===== src/rtl/stepper_phase_driver.sv =====
// Stepper coil phase sequencer: prescaled step rate, bidirectional phase table,
// post-run hold and wrapping step count. Define STEPPER_HALF_STEP_EN for 8-phase half-stepping.
module stepper_phase_driver #(
  parameter int unsigned CLK_DIV     = 50000,
  parameter int unsigned HOLD_CYCLES = 25000,
  parameter int unsigned CNT_W       = 16
) (
  input  logic             CLK,
  input  logic             RST,
  input  logic             mover,
  input  logic             dir,
  output logic             INA,
  output logic             INA2,
  output logic             INB,
  output logic             INB2,
  output logic             busy,
  output logic             step_pulse,
  output logic [CNT_W-1:0] step_count
);

  // state | meaning
  // IDLE  | coils off, waiting for mover
  // RUN   | coils energised, stepping every CLK_DIV cycles
  // HOLD  | coils hold last phase for HOLD_CYCLES after mover drops
  localparam logic [1:0] ST_IDLE = 2'd0;
  localparam logic [1:0] ST_RUN  = 2'd1;
  localparam logic [1:0] ST_HOLD = 2'd2;

  localparam int unsigned PW = (CLK_DIV > 1) ? $clog2(CLK_DIV) : 1;
  localparam int unsigned HW = (HOLD_CYCLES > 1) ? $clog2(HOLD_CYCLES) : 1;
  localparam logic [PW-1:0] PRE_LAST  = PW'(CLK_DIV - 1);
  localparam logic [HW-1:0] HOLD_LAST = HW'((HOLD_CYCLES > 0) ? HOLD_CYCLES - 1 : 0);
  localparam bit HOLD_EN = (HOLD_CYCLES > 0);

`ifdef STEPPER_HALF_STEP_EN
  localparam int unsigned IW = 3;
`else
  localparam int unsigned IW = 2;
`endif

  // coil pattern in {INA,INA2,INB,INB2} order
  function automatic logic [3:0] phase_coils(input logic [IW-1:0] idx);
    logic [3:0] c;
    c = 4'b0000;
`ifdef STEPPER_HALF_STEP_EN
    case (idx)
      3'd0: c = 4'b1000;
      3'd1: c = 4'b1010;
      3'd2: c = 4'b0010;
      3'd3: c = 4'b0110;
      3'd4: c = 4'b0100;
      3'd5: c = 4'b0101;
      3'd6: c = 4'b0001;
      3'd7: c = 4'b1001;
    endcase
`else
    case (idx)
      2'd0: c = 4'b1010;
      2'd1: c = 4'b0110;
      2'd2: c = 4'b0101;
      2'd3: c = 4'b1001;
    endcase
`endif
    return c;
  endfunction

  logic [1:0]       state_q, state_d;
  logic [IW-1:0]    idx_q, idx_d, idx_step;
  logic [PW-1:0]    pre_q, pre_d;
  logic [HW-1:0]    hold_q, hold_d;
  logic [3:0]       coil_q, coil_d;
  logic             pulse_q, pulse_d;
  logic [CNT_W-1:0] cnt_q, cnt_d;

  assign idx_step = dir ? (idx_q + IW'(1)) : (idx_q - IW'(1));

  always_comb begin
    state_d = state_q;
    idx_d   = idx_q;
    pre_d   = pre_q;
    hold_d  = hold_q;
    coil_d  = coil_q;
    pulse_d = 1'b0;
    cnt_d   = cnt_q;
    case (state_q)
      ST_IDLE: begin
        coil_d = 4'b0000;
        if (mover) begin
          state_d = ST_RUN;
          coil_d  = phase_coils(idx_q);
          pre_d   = '0;
        end
      end
      ST_RUN: begin
        // a falling mover beats a coincident step
        if (!mover) begin
          if (HOLD_EN) begin
            state_d = ST_HOLD;
            hold_d  = '0;
          end else begin
            state_d = ST_IDLE;
            coil_d  = 4'b0000;
          end
        end else if (pre_q == PRE_LAST) begin
          pre_d   = '0;
          idx_d   = idx_step;
          coil_d  = phase_coils(idx_step);
          pulse_d = 1'b1;
          cnt_d   = cnt_q + CNT_W'(1);
        end else begin
          pre_d = pre_q + PW'(1);
        end
      end
      ST_HOLD: begin
        if (mover) begin
          state_d = ST_RUN;
          pre_d   = '0;
        end else if (hold_q == HOLD_LAST) begin
          state_d = ST_IDLE;
          coil_d  = 4'b0000;
        end else begin
          hold_d = hold_q + HW'(1);
        end
      end
      default: begin
        state_d = ST_IDLE;
        coil_d  = 4'b0000;
      end
    endcase
  end

  always_ff @(posedge CLK) begin
    if (RST) begin
      state_q <= ST_IDLE;
      idx_q   <= '0;
      pre_q   <= '0;
      hold_q  <= '0;
      coil_q  <= 4'b0000;
      pulse_q <= 1'b0;
      cnt_q   <= '0;
    end else begin
      state_q <= state_d;
      idx_q   <= idx_d;
      pre_q   <= pre_d;
      hold_q  <= hold_d;
      coil_q  <= coil_d;
      pulse_q <= pulse_d;
      cnt_q   <= cnt_d;
    end
  end

  assign {INA, INA2, INB, INB2} = coil_q;
  assign busy       = (state_q != ST_IDLE);
  assign step_pulse = pulse_q;
  assign step_count = cnt_q;

endmodule


===== config.mk =====
export PLATFORM = sky130hd
export DESIGN_NAME = stepper_phase_driver
export DESIGN_NICKNAME = d
export VERILOG_FILES = /design/src/rtl/stepper_phase_driver.sv
export SDC_FILE = /design/constraint.sdc
export NUM_CORES = 1
export LEC_CHECK = 0
export ABC_AREA = 1
export CORE_ASPECT_RATIO = 1.25
export CORE_MARGIN = 4
export CORE_UTILIZATION = 53
export DETAILED_ROUTE_END_ITERATION = 7
export MAX_ROUTING_LAYER = met4
export PLACE_DENSITY = 0.87
export SLEW_MARGIN = 20
export SYNTH_ARGS = -nofsm -noshare
export SYNTH_HDL_FRONTEND = slang
export SYNTH_SLANG_ARGS = --single-unit

===== constraint.sdc =====
create_clock -name CLK -period 1.8 [get_ports CLK]
set_input_delay 0.18 -clock CLK [delete_from_list [all_inputs] [get_ports CLK]]
set_output_delay 0.18 -clock CLK [all_outputs]
set_load 0.1 [all_outputs]

==> flow_metrics.tcl <==
set metrics [dict create \
    status "complete, no violations" \
    grt_max_degree 36 \
    die_area_um2 8010 \
    cpPeakStageDelay_ns 0.39 \
    syn_area_um2 3510 \
    async_reset_ff_frac 0 \
    path_clk_slew_ns 0.11 \
    drt_pass1_iterations 7 \
    maxSlewViolCount 0 \
    max-vdd-ir-drop_mv 0.330 \
    syn_area_per_cell_um2 6.25 \
    regArea_um2 1140 \
    start_util 0.556 \
    ctsHoldBuffers 0 \
    drtAntennaViolNets 0 \
    cts_root_buf "clkbuf_8" \
    cp_top_family "simple AND/OR/NAND/NOR gates" \
    relSlewSlack 0.534 \
    grtUsageTotal 0.218 \
    max_freq_mhz 587 \
    dpl.hpwl_um 5900 \
    synth_edf_count 0 \
    min_to "pre_q[14]" \
    numCtsBuffers 5 \
    synth_flop_cell "dfxtp_1" \
    crit_path_end_kind "flop" \
    place_area_um2 3820 \
    cp_slowest_cell "dfxtp_1" \
    power.total_mw 2.25 \
    r2r_slack_ns 0.1 \
    synth_most_common_cell "nand2_1" \
    path_max_fanout 8 \
    min_period_ns 1.70 \
    hold_viol_final 0 \
    num-fill-cells 604 \
    wl_per_cell_um 12.5 \
    synth-seq-cells 56 \
    critPathKind "reg -> reg" \
    vias_per_cell 5.36 \
    min_period_over_period 0.947 \
    timing.rr.end "step_count[0]" \
    yosysTopAreaCell "dfxtp_1" \
    rr_worst_depth 8 \
    cp_data_arrival_time_ns 1.93 \
    cts.sinks 56 \
    syn_nets 575 \
    die_h_um 99.0 \
    crit_path_start_kind "flop" \
    postSynthCellCount 562 \
    fp-row-count 32 \
    yosys_warnings 0 \
    skew_ns 0.0142 \
    worst_skew_pair.late_latency_ns 0.32 \
    tightest_slew_ns 0.698 \
    stdcell_count 676 \
    synthToLayoutAreaGrowth_pct 12.8 \
    leakage_nw 1.52 \
    gp_congestion 0.899 \
    antenna_found_initial 0 \
    stdcell_area_um2 3970 \
    via_count 3624 \
    drive_above_1_share 0.161 \
    reg2reg_from "pre_q[0]" \
    multiInputGateArea_um2 2120 \
    cap_violations 0 \
    drt_iter0_markers 291 \
    post-route-util 0.627 \
    hp-class "reg -> reg" \
    p_per_area_nw_per_um2 568 \
    yosys-top-cells-count "nand2_1, nor2_1, dfxtp_1" \
    routed_wl_um 8440 \
    h-tree-depth 2 \
    first_global_vias 3303 \
    synth_cell_types 32 \
    holdPathStages 2 \
    min_from "pre_q[14]" \
    nNetsFinal 603 \
    dpl.cell_count 667 \
    path_buf_inv 1 \
    ioPinCount 26 \
    synth_top_area_frac 0.319 \
    gr-total-overflow 0 \
    coreArea_um2 6330 \
    drc_errors 0 \
    clk_path_buf_depth 2 \
    grt_pass1_wl_um 14100 \
    die_w_um 80.8 \
    synth_seq_area_share 0.319 \
    io_buffer_count 25 \
    setup_viol 0 \
    required_ns 2.02 \
    cp_cell_sequence "ha_1, nand3_2, inv_1, nand3_1, nor2_2, nand2_2, o21ai_0, a21oi_1" \
    diodes 0 \
    synth_top_cells_by_area "dfxtp_1, nand2_1, nor2_1, a21oi_1, inv_1" \
    cts_tree "done" \
]
area by class of cell:
cell class	count	share of cell area
Inverter	61	0.0577
Tap cell	85	0.0268
Multi-Input combinational cell	431	0.535
Clock buffer	5	0.0174
Sequential cell	56	0.287
Timing Repair Buffer	35	0.0713
Clock inverter	3	0.00536
worst max-delay path by stage:
stage,start,slack [ns],end,cells after the start
after floorplan,step_count[12],0.002,step_count[13],7
after global placement,mover,0.07,pre_q[9],8
after detailed placement,mover,-0.009,pre_q[11],5
after CTS,idx_q[0],0.005,coil_q[1],9
after global routing,pre_q[0],-0.0002,idx_q[0],8
final,pre_q[0],0.1,step_count[0],8
placed cells by master (no fill, tap or decap), drive strengths merged:
master | synthesis | final
nor3b | 1 | 1
clkinvlp | 0 | 1
o31ai | 1 | 1
nand3 | 43 | 44
clkdlybuf4s50 | 0 | 3
nor3 | 6 | 6
nand4 | 15 | 15
o21ai | 19 | 19
clkbuf | 5 | 5
clkinv | 0 | 1
xor2 | 7 | 7
o21bai | 2 | 2
xnor2 | 4 | 4
a21oi | 46 | 46
ha | 9 | 9
or2 | 2 | 2
inv | 61 | 62
dfxtp | 56 | 56
nand2 | 180 | 180
nor2 | 95 | 95
buf | 9 | 32
layer usage:
metal | vias to the layer above | GRT usage | wire length (um)
met5 | - | - | 0
met4 | 0 | 0.0728 | 154
met3 | 18 | 0.0320 | 426
met2 | 120 | 0.364 | 4110
met1 | 1649 | 0.267 | 3740
li1 | 1837 | - | -
stage by stage:
stage          setup TNS [ns]  hold WS (ns)  setup slack, ns
3_3_place_gp                0         0.473           0.0714
2_1_floorplan               0         0.361          0.00184
5_1_grt             -0.000154         0.529        -0.000154
4_1_cts                     0         0.503          0.00545
6_report                    0         0.503           0.0962
3_5_place_dp         -0.00925         0.487         -0.00925
what timing repair did:
item | CTS | global route
setup buffers | 0 | 0
endpoints found under the hold margin | 0 | 0
setup endpoints to repair | 3 | 9
gates cloned | 0 | 1
pin swaps | 0 | 0
gates resized for setup | 2 | 8
sequential cells by signal, indices dropped and copies added, names as in the netlist:
signal,cells
coil_q,4
hold_q,15
idx_q,2
pre_q,16
state_q,2
step_count,16
step_pulse,1
logic make-up after synthesis:
group	synth area share
AND/OR/NAND/NOR	0.424
AO/OA/AOI/OAI	0.104
buffers and inverters	0.0936
XOR/XNOR	0.0274
flip-flops	0.319
adder cells (fa/ha/maj)	0.0320
tightest hold or removal path: cells and delay by family, from the launching register on:
family | cells | cell delay [ns]
and+or+nand+nor | 1 | 0.07
AOI/OAI and AO/OA | 1 | 0.05
DFF | 1 | 0.35
power by group:
group          switching [mW]  internal, mW
logic                   0.195        0.0667
clock network           0.442         0.278
registers              0.0148          1.26
total                   0.651          1.60
No activity file was read; power rests on OpenSTA's default activity.
